File: src/rtl/phase1_pkg.sv
// Shared types and constants for the phase-1 sequencer.
package phase1_pkg;

    typedef enum logic [2:0] {
        ST_IDLE,
        ST_RUN,
        ST_SHOW_OK,
        ST_SHOW_NG,
        ST_DONE,
        ST_LOST
    } state_e;

    localparam logic [31:0] OK_PATTERN = 32'hAAAA_AAAA;
    localparam logic [31:0] NG_PATTERN = 32'hEEEE_EEEE;

    localparam logic [3:0] KEY_SUBMIT = 4'd0;
    localparam logic [3:0] KEY_STAR   = 4'd10;
    localparam logic [3:0] KEY_HASH   = 4'd11;

endpackage

File: src/rtl/phase1_stage_ctrl_sec_countdown.sv
// Tick prescaler plus seconds down-counter with load/run/pause control.
module sec_countdown #(
    parameter int TICKS_PER_SEC = 50_000_000,
    parameter int TIME_LIMIT_S  = 180
) (
    input  logic        clk,
    input  logic        rst_n,
    input  logic        load,
    input  logic        run,
    input  logic        pause,
    output logic [15:0] sec,
    output logic        expire
);

    localparam int TW = (TICKS_PER_SEC > 1) ? $clog2(TICKS_PER_SEC) : 1;

    logic [TW-1:0] tick_q, tick_d;
    logic [15:0]   sec_q, sec_d;
    logic          count;

    always_comb begin
        tick_d = tick_q;
        sec_d  = sec_q;
        expire = 1'b0;
        count  = run & ~pause;
        if (load) begin
            tick_d = '0;
            sec_d  = 16'(TIME_LIMIT_S);
        end else if (count) begin
            if (tick_q == TW'(TICKS_PER_SEC - 1)) begin
                tick_d = '0;
                if (sec_q != 16'd0) sec_d = sec_q - 16'd1;
                if (sec_q == 16'd1) expire = 1'b1;
            end else begin
                tick_d = tick_q + TW'(1);
            end
        end
    end

    always_ff @(posedge clk) begin
        if (!rst_n) begin
            tick_q <= '0;
            sec_q  <= 16'(TIME_LIMIT_S);
        end else begin
            tick_q <= tick_d;
            sec_q  <= sec_d;
        end
    end

    assign sec = sec_q;

endmodule

File: src/rtl/phase1_stage_ctrl.sv
// Phase-1 sequencer: runs puzzles in order, owns timer, lives and display mux.
module phase1_stage_ctrl
    import phase1_pkg::*;
#(
    parameter int NUM_PUZZLES   = 3,
    parameter int MAX_FAILS     = 3,
    parameter int TICKS_PER_SEC = 50_000_000,
    parameter int TIME_LIMIT_S  = 180,
    parameter int HOLD_CYCLES   = 25_000_000,
    localparam int IW = (NUM_PUZZLES > 1) ? $clog2(NUM_PUZZLES) : 1,
    localparam int LW = $clog2(MAX_FAILS + 1)
) (
    input  logic                     clk,
    input  logic                     rst_n,
    input  logic                     start,
    input  logic                     key_valid,
    input  logic [3:0]               key_value,
    input  logic [NUM_PUZZLES-1:0]   puz_clear,
    input  logic [NUM_PUZZLES-1:0]   puz_fail,
    input  logic [32*NUM_PUZZLES-1:0] puz_seg,
    input  logic [8*NUM_PUZZLES-1:0] puz_led,
    output logic [NUM_PUZZLES-1:0]   puz_enable,
    output logic                     puz_key_valid,
    output logic [3:0]               puz_key_value,
    output logic [31:0]              seg_data,
    output logic [7:0]               led_out,
    output logic [15:0]              timer_data,
    output logic [LW-1:0]            lives,
    output logic [IW-1:0]            cur_idx,
    output logic                     phase_done,
    output logic                     phase_fail
);

    localparam int HW = (HOLD_CYCLES > 1) ? $clog2(HOLD_CYCLES) : 1;

    state_e        state_q, state_d;
    logic [IW-1:0] idx_q, idx_d;
    logic [LW-1:0] fail_cnt_q, fail_cnt_d;
    logic [HW-1:0] hold_q, hold_d;
    logic          load, expire, in_run, in_show;
    logic          act_clear, act_fail;
    logic [31:0]   slot_seg;
    logic [7:0]    slot_led;

    assign in_run  = (state_q == ST_RUN);
    assign in_show = (state_q == ST_SHOW_OK) || (state_q == ST_SHOW_NG);

    sec_countdown #(
        .TICKS_PER_SEC(TICKS_PER_SEC),
        .TIME_LIMIT_S (TIME_LIMIT_S)
    ) u_timer (
        .clk   (clk),
        .rst_n (rst_n),
        .load  (load),
        .run   (in_run | in_show),
        .pause (in_show),
        .sec   (timer_data),
        .expire(expire)
    );

    // Only the active slot's pulses and display data matter.
    always_comb begin
        act_clear = 1'b0;
        act_fail  = 1'b0;
        slot_seg  = '0;
        slot_led  = '0;
        for (int k = 0; k < NUM_PUZZLES; k++) begin
            if (IW'(k) == idx_q) begin
                act_clear = puz_clear[k];
                act_fail  = puz_fail[k];
                slot_seg  = puz_seg[32*k +: 32];
                slot_led  = puz_led[8*k +: 8];
            end
        end
    end

    always_comb begin
        state_d    = state_q;
        idx_d      = idx_q;
        fail_cnt_d = fail_cnt_q;
        hold_d     = hold_q;
        load       = 1'b0;
        case (state_q)
            ST_IDLE, ST_DONE, ST_LOST: begin
                if (start) begin
                    state_d    = ST_RUN;
                    idx_d      = '0;
                    fail_cnt_d = '0;
                    load       = 1'b1;
                end
            end
            ST_RUN: begin
                if (act_clear) begin
                    state_d = ST_SHOW_OK;
                    hold_d  = '0;
                end else if (expire) begin
                    state_d = ST_LOST;
                end else if (act_fail) begin
                    fail_cnt_d = fail_cnt_q + LW'(1);
                    hold_d     = '0;
                    if (fail_cnt_q + LW'(1) == LW'(MAX_FAILS)) state_d = ST_LOST;
                    else                                        state_d = ST_SHOW_NG;
                end
            end
            ST_SHOW_OK, ST_SHOW_NG: begin
                if (hold_q == HW'(HOLD_CYCLES - 1)) begin
                    hold_d  = '0;
                    state_d = ST_RUN;
                    if (state_q == ST_SHOW_OK) begin
                        if (idx_q == IW'(NUM_PUZZLES - 1)) state_d = ST_DONE;
                        else                               idx_d   = idx_q + IW'(1);
                    end
                end else begin
                    hold_d = hold_q + HW'(1);
                end
            end
            default: state_d = ST_IDLE;
        endcase
    end

    always_ff @(posedge clk) begin
        if (!rst_n) begin
            state_q    <= ST_IDLE;
            idx_q      <= '0;
            fail_cnt_q <= '0;
            hold_q     <= '0;
        end else begin
            state_q    <= state_d;
            idx_q      <= idx_d;
            fail_cnt_q <= fail_cnt_d;
            hold_q     <= hold_d;
        end
    end

    always_comb begin
        puz_enable = '0;
        seg_data   = '0;
        led_out    = '0;
        case (state_q)
            ST_RUN: begin
                puz_enable = NUM_PUZZLES'(1) << idx_q;
                seg_data   = slot_seg;
                led_out    = slot_led;
            end
            ST_SHOW_OK, ST_DONE: begin
                seg_data = OK_PATTERN;
                led_out  = 8'hFF;
            end
            ST_SHOW_NG, ST_LOST: seg_data = NG_PATTERN;
            default: ;
        endcase
    end

    assign puz_key_valid = key_valid & in_run;
    assign puz_key_value = key_value;
    assign lives         = LW'(MAX_FAILS) - fail_cnt_q;
    assign cur_idx       = idx_q;
    assign phase_done    = (state_q == ST_DONE);
    assign phase_fail    = (state_q == ST_LOST);

endmodule

File: config.mk
export PLATFORM = sky130hd
export DESIGN_NAME = phase1_stage_ctrl
export DESIGN_NICKNAME = d
export VERILOG_FILES = /design/src/rtl/phase1_pkg.sv /design/src/rtl/phase1_stage_ctrl_sec_countdown.sv /design/src/rtl/phase1_stage_ctrl.sv
export SDC_FILE = /design/constraint.sdc
export NUM_CORES = 1
export LEC_CHECK = 0
export ABC_AREA = 1
export BUFFER_PORTS_ARGS = -buffer_cell sky130_fd_sc_hd__buf_2
export CAP_MARGIN = 20
export CELL_PAD_IN_SITES_DETAIL_PLACEMENT = 0
export CELL_PAD_IN_SITES_GLOBAL_PLACEMENT = 1
export CORE_ASPECT_RATIO = 1.5
export CORE_MARGIN = 1
export CORE_UTILIZATION = 34
export DETAILED_ROUTE_END_ITERATION = 6
export GPL_TIMING_DRIVEN = 0
export PLACE_DENSITY_LB_ADDON = 0.1
export REMOVE_ABC_BUFFERS = 1
export SKIP_LAST_GASP = 1
export SYNTH_ARGS = -nofsm -noshare
export SYNTH_HDL_FRONTEND = slang
export SYNTH_HIERARCHICAL = 1
export SYNTH_SLANG_ARGS = --single-unit
File: constraint.sdc
create_clock -name clk -period 2.9 [get_ports clk]
set_input_delay 0.58 -clock clk [delete_from_list [all_inputs] [get_ports clk]]
set_output_delay 0.58 -clock clk [all_outputs]
set_load 0.01 [all_outputs]
# Word-level counts from Yosys, hierarchy flattened
# Cells that the tools add are included.
# Widths: inputs -> output; s select.
# classes
bitwise,5
n_reduce_logical,17
n_eq_ne,22
addsub,6
mux,45
shifts,1
# ops
cell,n
$mux 25,4
$mux 32,3
$pmux 32 s3,1
$pmux 25 s2,1
$mux 3,9
$add 26x1->26 const B,1
$eq 26x26->1 const B,1
$mux 26,1
$add 25x1->25 const B,1
$eq 25x25->1 const B,1
$mux 8,3
$eq 16x1->1 const B,1
$pmux 8 s2,1
$reduce_bool 16->1,1
$sub 16x1->16 const B,1
$mux 2,7
$mux 1,12
$ne 2x2->1 const B,6
$reduce_and 5->1,2
$pmux 3 s3,1
$reduce_and 3->1,3
$pmux 2 s2,2
$reduce_or 2->1,4
$eq 3x2->1 const B,2
20 further kinds,27
# word_totals
word_cells,102
input_bits,134
output_inout_bits,70
regBits,74

# Logic depth before layout (Yosys ltp)
# depth
ltp_word,9
depth_mapped,15
depth_no_buf,15

# Cells and area by module
# The synthesis kept the hierarchy.
# modules_own_cells
module,cells_each,seq_area_each_um2,area_each_um2,instances
phase1_stage_ctrl,546,640.6,3184.3,1
sec_countdown,393,840.8,2547.4,1

# Worst setup path after synthesis
# Ideal clock, no wire load.
# synth_path
path_kind,flip-flop to output port
from,register idx_q[1] (netlist: cur_idx[1])
to,output seg_data[10]
arrival_ns,1.648
path_stages_with_launch,8
t_required_ns,2.320
n_path_buf,2
slack_ns,0.672
path_cell_list,dfxtp_1 inv_1 ha_1 buf_2 nor2_1 clkbuf_1 a221oi_1 o21ai_0
# synth_via
elab_chain_cells,5
elab_cells_between_ends,7
classes_between,eq/ne (2); mux (4); reduce/logical (1)
# synth_lines
element,line_no,text
from (decl),phase1_stage_ctrl.sv:37,"logic [IW-1:0] idx_q, idx_d;"
from (signal assigned),phase1_stage_ctrl.sv:129,idx_q <= idx_d;
$logic_not 2->1,phase1_stage_ctrl.sv:68,if (IW'(k) == idx_q) begin
$mux 32 (2 in series),phase1_stage_ctrl.sv:68,
$mux 32 *,phase1_stage_ctrl.sv:68,
$pmux 32 s3 *,phase1_stage_ctrl.sv:139,case (state_q)
to (decl),phase1_stage_ctrl.sv:25,"output logic [31:0] seg_data,"
# Every way passes the cells marked *; elsewhere a longest branch is shown, timed or not.

# Worst setup path after layout
# layout_path
from,register idx_q[1] (netlist: cur_idx[1])
to,output seg_data[7]
# Same word-level chain as after synthesis.

==> flow_summary.json <==
{
  "outcome": "finished clean",
  "rsz0062_at_grt": "false",
  "viasPerCell": 5.12,
  "place.gp.congestion": 0.815,
  "syn_area_per_cell_sq_um": 6.10,
  "met1_length_mm": 8.56,
  "die_h_microns": 161,
  "drtAntennaViolNets": 0,
  "hp-class": "reg -> reg",
  "fin_crit_sh_pct": 97.3,
  "worstPathRequired_ns": 2.32,
  "cap_violations": 0,
  "die-area_sq_mm": 0.0174,
  "r2r-start": "state_q[2]",
  "areaGrowthSynthToFinish_pct": 25.8,
  "drc": 0,
  "reg2reg_slack_ns": 0.32,
  "clock_sinks": 74,
  "htree_levels": 3,
  "ys_seq_area_share_pct": 25.8,
  "num_rows": 57,
  "vias": 6789,
  "p_leak_nw": 3.17,
  "cp_data_arrival_time_ns": 2.24,
  "grt_usage_pct": 23.8,
  "clk_latency_ns": 0.35,
  "drt_iter0_drc": 368,
  "clk_pin_slew_ns": 0.06,
  "initial_core_util_pct": 35.1,
  "endpoint_kind": "output port",
  "drive_above_1_share_pct": 24.6,
  "tightest_slew_ns": 0.790,
  "synthFlopType": "dfxtp_1",
  "hp-start": "fail_cnt_q[0]",
  "core-area_sq_mm": 0.0163,
  "worst_r2r_path_depth": 12,
  "wl_met3_mm": 1.13,
  "numPortBuffers": 195,
  "numCtsBuffers": 9,
  "firstDrtPassIters": 5,
  "clockBufferDepth": 2,
  "hold_path_end": "fail_cnt_q[0]",
  "ys_warn_count": 6,
  "finalMaxSlewViolations": 0,
  "crit_path_max_fanout": 26,
  "antenna_found_initial": 3,
  "fillCellCount": 1808,
  "synth_cell_type_count": 43,
  "fin_skew_ns": 0.0116,
  "period_needed_ns": 2.82,
  "slowest_stage": "dfxtp_1",
  "wl_per_cell_microns": 15.5,
  "cts_tree": "done",
  "post-route-util_pct": 44.1,
  "grt_pass1_vias": 6464,
  "cp_top_family": "compound AO/OA/AOI/OAI gates",
  "dpl.hpwl_mm": 14.8,
  "hold_viol": 0,
  "grt_pass1_wl_mm": 32.7,
  "wl_met2_mm": 10.4,
  "stdcell_count": 1325,
  "grt_max_degree": 46,
  "path_cells": "inv_1 > ha_4 > nor2_4 > a221oi_1 > o21ai_0 > buf_2",
  "syn-cell-area_sq_mm": 0.00573,
  "highest_layer": "met4",
  "async_reset_ff_share_pct": 0,
  "die_w_microns": 108,
  "routed_wl_mm": 20.5,
  "ioPinCount": 204,
  "syn_inst": 939,
  "nets": 1253,
  "holdPathStages": 2,
  "r2r_end": "hold_q[18]",
  "synth-edff-count": 0,
  "crit_type": "reg -> out",
  "setup_viol": 0,
  "fmax_mhz": 355,
  "cts_root_buffer": "clkbuf_16",
  "maxSlewHeadroom_pct": 47.2,
  "grt_overflow_total": 0,
  "dp_cells": 1300,
  "path_buf_inv": 2,
  "ys_ff_latch": 74,
  "cp-start-kind": "flip-flop",
  "irDropWorstVdd_v": 0.000317,
  "power.density_mw_per_mm2": 630,
  "cpPeakStageDelay_ns": 0.42
}
## cell usage after synthesis (5+ instances only)
| library cell | count | area, sq um |
|---|---|---|
| buf_4 | 5 | 37.5 |
| nand2_2 | 12 | 75.1 |
| xor2_1 | 11 | 96.3 |
| a221oi_1 | 24 | 210 |
| a21oi_1 | 63 | 315 |
| inv_2 | 9 | 33.8 |
| nand4_1 | 26 | 163 |
| clkbuf_1 | 26 | 97.6 |
| nor3_1 | 8 | 40.0 |
| nor2_4 | 5 | 56.3 |
| nor2_1 | 133 | 499 |
| ha_1 | 8 | 100 |
| nand2_1 | 261 | 980 |
| nor2_2 | 5 | 31.3 |
| inv_1 | 71 | 267 |
| nand3_1 | 62 | 310 |
| a31oi_1 | 8 | 50.1 |
| dfxtp_1 | 74 | 1480 |
| o21bai_1 | 5 | 37.5 |
| o21ai_0 | 65 | 325 |
| nand3b_1 | 8 | 60.1 |
| a22o_1 | 8 | 70.1 |
## kinds of logic after synthesis
group,after synthesis,synth area share (%)
compound gates,183,19.0
buf+inv,122,9.50
fa+ha+maj,8,1.75
simple gates,538,41.8
xor+xnor,14,2.14
flops,74,25.8
## registers in the layout (all words and copies together) (netlist names)
register        count
u_timer/sec        16
cur_idx             2
u_timer/tick_q     26
hold_q             25
state_q             3
fail_cnt_q          2
## where the power goes
| part | total (mW) | switching, mW | internal (mW) |
|---|---|---|---|
| logic | 2.26 | 1.52 | 0.741 |
| clock network | 1.17 | 0.470 | 0.697 |
| registers | 1.11 | 0.0502 | 1.06 |
| total | 4.54 | 2.04 | 2.50 |
## routing by layer
metal	up-vias	GRT usage, %
met4	0	8.47
met1	3073	27.6
li1	3486	-
met2	201	42.8
met3	29	4.16
met5	-	0
## layout by cell type, fill, tap and decap left out, types with 11 or more instances in the layout
cell type / n
a21oi_1: 63
a221oi_1: 23
buf_2: 195
dfxtp_1: 74
inv_1: 70
nand2_1: 261
nand2_2: 12
nand3_1: 62
nand4_1: 26
nor2_1: 131
o21ai_0: 63
xor2_1: 11
## what timing repair did
item	4_1_cts	5_1_grt
gates resized for setup	12	7
setup buffers	1	1
cloned	2	1
endpoints found under the setup margin	70	28
hold buffers	0	0
pin swaps	2	1
## tightest hold or removal path: cells and delay by family, from the launching register on
kind	cells	cell delay (ns)
compound gates	1	0.05
flops	1	0.32
simple gates	1	0.07
## per-stage QoR
stage / TNS [ns] / setup WS [ns] / total power [mW] / area (sq um) / hold WS (ns)
after floorplan: -23.56 / -0.630 / 2.40 / 5500 / 0.453
after global placement: -105.32 / -2.07 / 3.30 / 6730 / 0.471
after detailed placement: -10.65 / -0.566 / 3.28 / 6740 / 0.472
after CTS: -0.00682 / -0.00682 / 4.54 / 7130 / 0.485
after global routing: 0 / 0.00527 / 4.85 / 7210 / 0.516
final: 0 / 0.0797 / 4.54 / 7210 / 0.489
## how the worst max path moves through the flow
stage | from | end | slack, ns | cells after the start
final | cur_idx[1] | seg_data[7] | 0.08 | 6
after global routing | cur_idx[0] | seg_data[1] | 0.005 | 7
after CTS | state_q[1] | led_out[6] | -0.007 | 6
after detailed placement | state_q[1] | led_out[6] | -0.57 | 6
after global placement | cur_idx[1] | seg_data[1] | -2.07 | 6
after floorplan | cur_idx[1] | led_out[0] | -0.63 | 6
## area by class of cell
type | count | area [sq um] | area share [%]
Sequential cell | 74 | 1480 | 20.6
Clock inverter | 5 | 61.3 | 0.851
Tap cell | 206 | 258 | 3.58
Timing Repair Buffer | 198 | 1040 | 14.4
Clock buffer | 11 | 243 | 3.37
Antenna cell | 3 | 7.51 | 0.104
Multi-Input combinational cell | 746 | 3790 | 52.6
Inverter | 82 | 327 | 4.53
(Power assumes the default switching activity.)
